==> src/rtl/popcount_hweval_multi.sv <==
// Purpose: self-stimulating eval harness; LFSR-expanded vectors -> pipelined popcount tree -> running sum + MISR.
// Latency: accepted start to first out_valid = 3 + $clog2(LANES) cycles (8 for IN_WIDTH=512).
// Backpressure: none; one vector per RUN cycle, results drain unconditionally, start ignored while busy.
//
// Ports:
//   clk, reset      rising-edge clock, asynchronous active-high reset
//   start           single-cycle run request (taken in IDLE or DONE only)
//   seed, num_vec   LFSR seed and vectors per run, sampled on accepted start
//   comp_out        popcount of most recent vector, out_valid marks a fresh value
//   sum_out         accumulated popcount of the run
//   signature       32-bit MISR over the run's comp_out values
//   busy, done      run in progress / results stable
module popcount_hweval_multi #(
  parameter int  IN_WIDTH   = 512,
  parameter int  NVEC_WIDTH = 16,
  localparam int LANES      = IN_WIDTH / 16,
  localparam int OUT_WIDTH  = $clog2(IN_WIDTH + 1)
) (
  input  logic                          clk,
  input  logic                          reset,
  input  logic                          start,
  input  logic [15:0]                   seed,
  input  logic [NVEC_WIDTH-1:0]         num_vec,
  output logic [OUT_WIDTH-1:0]          comp_out,
  output logic                          out_valid,
  output logic [OUT_WIDTH+NVEC_WIDTH-1:0] sum_out,
  output logic [31:0]                   signature,
  output logic                          busy,
  output logic                          done
);

  localparam int LEVELS = $clog2(LANES);
  localparam int PADDED = 1 << LEVELS;
  localparam int TW     = 5 + LEVELS;
  localparam int SW     = OUT_WIDTH + NVEC_WIDTH;
  localparam logic [NVEC_WIDTH-1:0] ONE_N = 1;

  typedef enum logic [2:0] {IDLE, LOAD, RUN, DRAIN, DONE} state_t;

  state_t                 state, state_nxt;
  logic                   start_acc;
  logic [15:0]            seed_q;
  logic [NVEC_WIDTH-1:0]  nvec_q;
  logic [NVEC_WIDTH-1:0]  cnt_q;
  logic                   last_issue;
  logic [15:0]            lfsr_q;
  logic [IN_WIDTH-1:0]    vec_nxt;
  logic [IN_WIDTH-1:0]    vec_q;
  logic                   vec_tok;
  logic [LEVELS:0]        toks;
  logic                   pipe_busy;
  logic [TW-1:0]          tree_out;

  function automatic logic [15:0] lfsr_next(input logic [15:0] s);
    return {s[14:0], s[15] ^ s[13] ^ s[12] ^ s[10]};
  endfunction

  function automatic logic [15:0] rotl16(input logic [15:0] s, input int r);
    logic [31:0] t;
    t = {s, s} << r;
    return t[31:16];
  endfunction

  function automatic logic [4:0] popcnt16(input logic [15:0] v);
    logic [4:0] c;
    c = '0;
    for (int b = 0; b < 16; b++) c = c + {4'd0, v[b]};
    return c;
  endfunction

  assign start_acc  = start && (state == IDLE || state == DONE);
  // RUN is only entered with nvec_q != 0, so nvec_q - 1 never wraps here.
  assign last_issue = (cnt_q == nvec_q - ONE_N);

  // ---------------- control FSM ----------------
  always_ff @(posedge clk or posedge reset) begin
    if (reset) state <= IDLE;
    else       state <= state_nxt;
  end

  always_comb begin
    state_nxt = state;
    case (state)
      IDLE:    if (start) state_nxt = LOAD;
      LOAD:    state_nxt = (nvec_q == '0) ? DRAIN : RUN;
      RUN:     if (last_issue) state_nxt = DRAIN;
      // The last token may sit in the final stage now; it leaves on this edge.
      DRAIN:   if (!pipe_busy) state_nxt = DONE;
      DONE:    if (start) state_nxt = LOAD;
      default: state_nxt = IDLE;
    endcase
  end

  assign busy = (state == LOAD) || (state == RUN) || (state == DRAIN);
  assign done = (state == DONE);

  // ---------------- run parameters, LFSR, vector counter ----------------
  always_ff @(posedge clk or posedge reset) begin
    if (reset) begin
      seed_q <= '0;
      nvec_q <= '0;
    end else if (start_acc) begin
      seed_q <= seed;
      nvec_q <= num_vec;
    end
  end

  always_ff @(posedge clk or posedge reset) begin
    if (reset) begin
      lfsr_q <= '0;
      cnt_q  <= '0;
    end else if (state == LOAD) begin
      // All-zero is the LFSR lock-up state, so it is mapped to 1.
      lfsr_q <= (seed_q == 16'h0000) ? 16'h0001 : seed_q;
      cnt_q  <= '0;
    end else if (state == RUN) begin
      lfsr_q <= lfsr_next(lfsr_q);
      cnt_q  <= cnt_q + ONE_N;
    end
  end

  // ---------------- vector expansion ----------------
  always_comb begin
    vec_nxt = '0;
    for (int k = 0; k < LANES; k++)
      vec_nxt[16*k +: 16] = rotl16(lfsr_q, k % 16) ^ 16'(k);
  end

  always_ff @(posedge clk or posedge reset) begin
    if (reset) begin
      vec_q   <= '0;
      vec_tok <= 1'b0;
    end else begin
      vec_tok <= (state == RUN);
      if (state == RUN) vec_q <= vec_nxt;
    end
  end

  // ---------------- popcount pipeline ----------------
  // Level 0 holds per-lane counts; each further level adds pairs.
  // Lane count is padded to a power of two with zero leaves.
  // Data registers only load with a token so the output holds between runs.
  for (genvar l = 0; l <= LEVELS; l++) begin : g_lvl
    localparam int N = PADDED >> l;
    localparam int W = 5 + l;
    logic [W-1:0] d [N];
    logic         tok;

    assign toks[l] = tok;

    if (l == 0) begin : g_leaf
      logic [4:0] cnt [N];
      for (genvar i = 0; i < N; i++) begin : g_lane
        if (i < LANES) begin : g_real
          assign cnt[i] = popcnt16(vec_q[16*i +: 16]);
        end else begin : g_pad
          assign cnt[i] = '0;
        end
      end

      always_ff @(posedge clk or posedge reset) begin
        if (reset) begin
          tok <= 1'b0;
          for (int j = 0; j < N; j++) d[j] <= '0;
        end else begin
          tok <= vec_tok;
          if (vec_tok)
            for (int j = 0; j < N; j++) d[j] <= cnt[j];
        end
      end
    end else begin : g_node
      always_ff @(posedge clk or posedge reset) begin
        if (reset) begin
          tok <= 1'b0;
          for (int j = 0; j < N; j++) d[j] <= '0;
        end else begin
          tok <= g_lvl[l-1].tok;
          if (g_lvl[l-1].tok)
            for (int j = 0; j < N; j++)
              d[j] <= {1'b0, g_lvl[l-1].d[2*j]} + {1'b0, g_lvl[l-1].d[2*j+1]};
        end
      end
    end
  end

  assign tree_out  = g_lvl[LEVELS].d[0];
  assign out_valid = toks[LEVELS];
  // Tokens still upstream of the final stage keep DRAIN alive.
  assign pipe_busy = vec_tok | (|toks[LEVELS-1:0]);

  // The true maximum (IN_WIDTH) always fits OUT_WIDTH, so truncation is lossless.
  if (TW >= OUT_WIDTH) begin : g_trunc
    assign comp_out = tree_out[OUT_WIDTH-1:0];
  end else begin : g_ext
    assign comp_out = {{(OUT_WIDTH-TW){1'b0}}, tree_out};
  end

  // ---------------- result compression ----------------
  always_ff @(posedge clk or posedge reset) begin
    if (reset) begin
      sum_out   <= '0;
      signature <= '0;
    end else if (state == LOAD) begin
      sum_out   <= '0;
      signature <= '0;
    end else if (out_valid) begin
      sum_out   <= sum_out + SW'(comp_out);
      signature <= {signature[30:0],
                    signature[31] ^ signature[21] ^ signature[1] ^ signature[0]}
                   ^ 32'(comp_out);
    end
  end

endmodule

==> config.mk <==
export PLATFORM = sky130hd
export DESIGN_NAME = popcount_hweval_multi
export DESIGN_NICKNAME = d
export VERILOG_FILES = /design/src/rtl/popcount_hweval_multi.sv
export SDC_FILE = /design/constraint.sdc
export NUM_CORES = 2
export LEC_CHECK = 0
export BUFFER_PORTS_ARGS = -buffer_cell sky130_fd_sc_hd__buf_2
export CAP_MARGIN = 20
export CORE_MARGIN = 2
export CORE_UTILIZATION = 64
export DETAILED_ROUTE_END_ITERATION = 7
export PLACE_DENSITY = 0.9
export SLEW_MARGIN = 10
export SYNTH_ARGS = -nofsm -noshare
export SYNTH_HDL_FRONTEND = slang
export SYNTH_SLANG_ARGS = --single-unit
==> constraint.sdc <==
create_clock -name clk -period 17.09 [get_ports clk]
set_clock_uncertainty 0.1 [all_clocks]
set_input_delay 0 -clock clk [delete_from_list [all_inputs] [get_ports clk]]
set_output_delay 0 -clock clk [all_outputs]
set_load 0.005 [all_outputs]
# Yosys cells after proc, flatten, opt, wreduce, memory -nomap -nowiden
# Index checks and enable logic that the tools add are counted.
# W data, S select, Z words.
dict set report word_totals {
  inputBits 35
  output_inout_bits 71
  reg_bits 1016
  elab_cells 663
}
dict set report op_classes {
  eq_ne 8
  n_reduce_logical 12
  add_sub_neg 514
  n_mux 14
  bitwise 37
}
# op n
set op_table {}
lappend op_table {{$add A5 B1 Y5} 352}
lappend op_table {{$add A4 B1 Y5} 32}
lappend op_table {{$add A3 B1 Y4} 32}
lappend op_table {{$add A2 B1 Y3} 32}
lappend op_table {{$add A5 B5 Y6} 16}
lappend op_table {{$mux W16} 5}
lappend op_table {{$add A1 B1 Y2} 32}
lappend op_table {{$mux W32} 2}
lappend op_table {{$add A6 B6 Y7} 8}
lappend op_table {{$mux W26} 2}
lappend op_table {{$add A7 B7 Y8} 4}
lappend op_table {{$logic_not A16 Y1} 2}
lappend op_table {{$xor A32 B10 Y32} 1}
lappend op_table {{$not A3 Y3} 10}
lappend op_table {{$add A26 B10 Y26} 1}
lappend op_table {{$not A4 Y4} 5}
lappend op_table {{$add A8 B8 Y9} 2}
lappend op_table {{$not A2 Y2} 9}
lappend op_table {{$add A16 B1 Y16 const B} 1}
lappend op_table {{$eq A16 B16 Y1} 1}
lappend op_table {{$sub A16 B1 Y16 const B} 1}
lappend op_table {{$pmux W3 S4} 1}
lappend op_table {{$add A9 B9 Y10} 1}
lappend op_table {{$mux W3} 3}
lappend op_table {{17 further kinds} 30}

# Logic depth before layout (Yosys ltp)
dict set report depth {
  ltp_word 15
  depth_mapped 14
  depth_no_buf 14
}

# Worst setup path after synthesis
# Ideal clock, no wire load.
dict set report synth_timing {
  path_type {register to register}
  startpoint {register vec_q[494] (netlist name)}
  endpoint {register g_lvl[0].d[32] (netlist name)}
  setup_slack_ns 12.854
  path_buffers 0
  required_time_ns 16.865
  setup_time_ns 0.125
  arrival_ns 4.011
  stages_incl_launch_ff 14
  path_cell_list {dfrtp_1 inv_1 fa_1 fa_1 inv_1 fa_1 inv_1 fa_1 inv_1 ha_1 inv_1 fa_1 xnor2_1 mux2_2}
}
# element line
set synth_lines {}
lappend synth_lines {{end, declared} 146} ;# logic [W-1:0] d [N];

==> results.toml <==
[status]
status = "finished with violations"
violations = "hold timing"

[final_layout]
multi_input_area_um2 = 18900
nNetsFinal = 3794
diodes = 0
seq_area_um2 = 13400
drive_above_1_share_pct = 14.9
fillCellCount = 3182
areaGrowthSynthToFinish_pct = 10.4
final_cells = 3978

[sta]
drv_slew = 0
final.period_utilization_pct = 28.4
slew_headroom_pct = 20.0
finalSetupViolCount = 0
worst_pin_slew_ns = 1.20
min_period_ns = 4.85
rsz0062_at_grt = "false"
tns_ns = 0
final_hold_viol_count = 29
timing.hold.ws_ns = -0.0665
fmax_mhz = 206

[synth]
synthCells = 3121
synth_cell_type_count = 60
synth_area_per_cell_um2 = 11.0
synthArstFlopShare_pct = 100
synth_flop_cell = "dfrtp_1"
ys_ff_latch = 536
synth_area_leaders = "dfrtp_1, fa_1, ha_1"
syn-num-nets = 3670
synth.largest_area_cell = "dfrtp_1"
synth_edf_count = 0
synth.yosys.seq_area_share_pct = 39.1
syn-cell-area_um2 = 34300
yosysWarnings = 0
synth_top_area_share_pct = 39.1

[route]
drt_pass1_iterations = 6
drc = 0
num_vias = 23887
antenna_left = 0
wl_per_cell_um = 20.8
drt_wl_total_um = 82800
avgViaCountPerCell = 6.00
drtIter0Drc = 1898

[placed_design]
numPlacedInstances = 3839
port_buffers = 105
gp_congestion = 0.995
dpl.hpwl_um = 57200

[grt]
first_global_vias = 25298
grt_max_degree = 116
grt_use_total_pct = 30.6
grt_pass1_wl_um = 135000
antenna_found_initial = 2
overflow = 0

[critical_path]
crit_path_end_kind = "flip-flop"
start_kind = "flip-flop"
critPathKind = "flip-flop to flip-flop"
cp.required_ns = 17.51
r2r_setup_slack_ns = 12.24
path_max_fanout = 11
arrival_ns = 5.28

[floorplan]
rows = 84
ios = 106
core_um2 = 52800
dieHeight_um = 235
die_area_um2 = 55400
initial_utilization_pct = 65.0
die_width_um = 235

[clock_tree]
htree_levels = 2
hold_buffers = 38
clk_latency_ns = 0.65
clk_pin_slew_ns = 0.07
post_cts_buffers = 0
cts_root_buf = "clkbuf_16"
cts_max_path_buffers = 3
cts_tree = "yes"
post_cts_resized = 0
cts_buffers = 54
cts.sinks = 536

[hold_path]
hp-class = "input pin to asynchronous set/reset pin"

[flow_run]
cap_violations = 0
logic make-up after synthesis:
kind of cell / after synthesis / share of synthesized area (%)
mux: 307 / 9.93
buf+inv: 537 / 5.89
simple gates: 406 / 5.47
xor+xnor: 234 / 5.98
fa+ha+maj: 514 / 23.3
flops: 536 / 39.1
compound gates: 587 / 10.3
registers in the layout (all words and copies together), names as in the netlist:
name       cells
cnt_q         16
comp_out      10
g_lvl.d      362
g_lvl.tok      5
lfsr_q        16
nvec_q        16
out_valid      1
seed_q        16
signature     32
state          3
sum_out       26
vec_q         32
vec_tok        1
synthesized netlist by cell type (3+ instances only):
cell type / count
nand4_1: 9
mux2_2: 263
nor2_1: 179
fa_1: 208
o21ai_0: 122
a31oi_1: 22
ha_1: 306
a21boi_0: 11
o21bai_1: 28
and2_1: 4
buf_1: 7
nor4b_1: 3
xnor2_1: 206
o22ai_1: 20
a21o_1: 97
xor2_1: 28
o211ai_1: 26
nand2b_1: 3
inv_1: 446
dfrtp_1: 536
o21a_1: 5
nor3_1: 12
a22oi_1: 6
clkbuf_1: 82
mux2i_1: 43
a21oi_1: 219
or4_1: 5
and3_1: 7
nand3b_1: 5
or3_1: 4
nor2b_1: 45
nand3_1: 21
nor4_1: 6
nand2_1: 94
a211oi_1: 14
per-stage QoR:
step	hold WS [ns]	instance area [µm²]	util, %	worst slack (ns)
final	-0.0665	37900	71.7	12.24
after global routing	0.0320	37900	71.7	12.08
after CTS	0.00590	37800	71.7	12.29
after detailed placement	0.102	35500	67.2	12.36
after global placement	0.0994	35500	67.2	12.55
after floorplan	-0.0109	34300	-	2.01
final timing paths:
| check | startpoint | end | cells after the start |
|---|---|---|---|
| worst min-delay path | reset | g_lvl[2].d[6] | 3 |
| max in group asynchronous | reset | vec_tok | 5 |
| worst min register to register | vec_q[496] | vec_q[496] | 2 |
| min in group clk | num_vec[7] | nvec_q[7] | 3 |
| worst max-delay path | vec_q[507] | g_lvl[0].d[32] | 13 |
| worst max register to register | vec_q[507] | g_lvl[0].d[32] | 13 |
placed cells by master (no fill, tap or decap), types with 94 or more instances in the layout:
master     n
inv_1    445
a21oi_1  219
mux2_2   263
o21ai_0  122
fa_1     208
xnor2_1  206
dfrtp_1  532
a21o_1    97
ha_1     306
nand2_1   94
nor2_1   179
buf_2    105
layer usage:
layer,vias to the layer above,track usage (%),wire [µm]
met5,-,0,9
met4,2,15.1,4340
met3,308,6.47,5720
met2,1014,51.9,41000
met1,11874,37.4,31700
li1,10689,-,-
area by class of cell:
class	instances	share of cell area [%]
multi-input combinational	2048	49.8
sequential	536	35.5
inverter	446	4.44
clock buffer	76	4.11
timing repair buffer	159	2.71
tap	688	2.27
clock inverter	25	1.19
worst max-delay path: stages (launching register included):
cell and delay (ns):
dfrtp_1 0.52, inv_1 0.67, fa_1 0.61, fa_1 0.54, inv_1 0.06, fa_1 0.50
inv_1 0.08, fa_1 0.44, inv_1 0.07, ha_1 0.17, inv_1 0.09, fa_1 0.43
xnor2_1 0.16, mux2_2 0.28
Power is left out: the tool's default activity adds up to more than one toggle a clock period on the data nets, which glitch-free logic cannot reach.
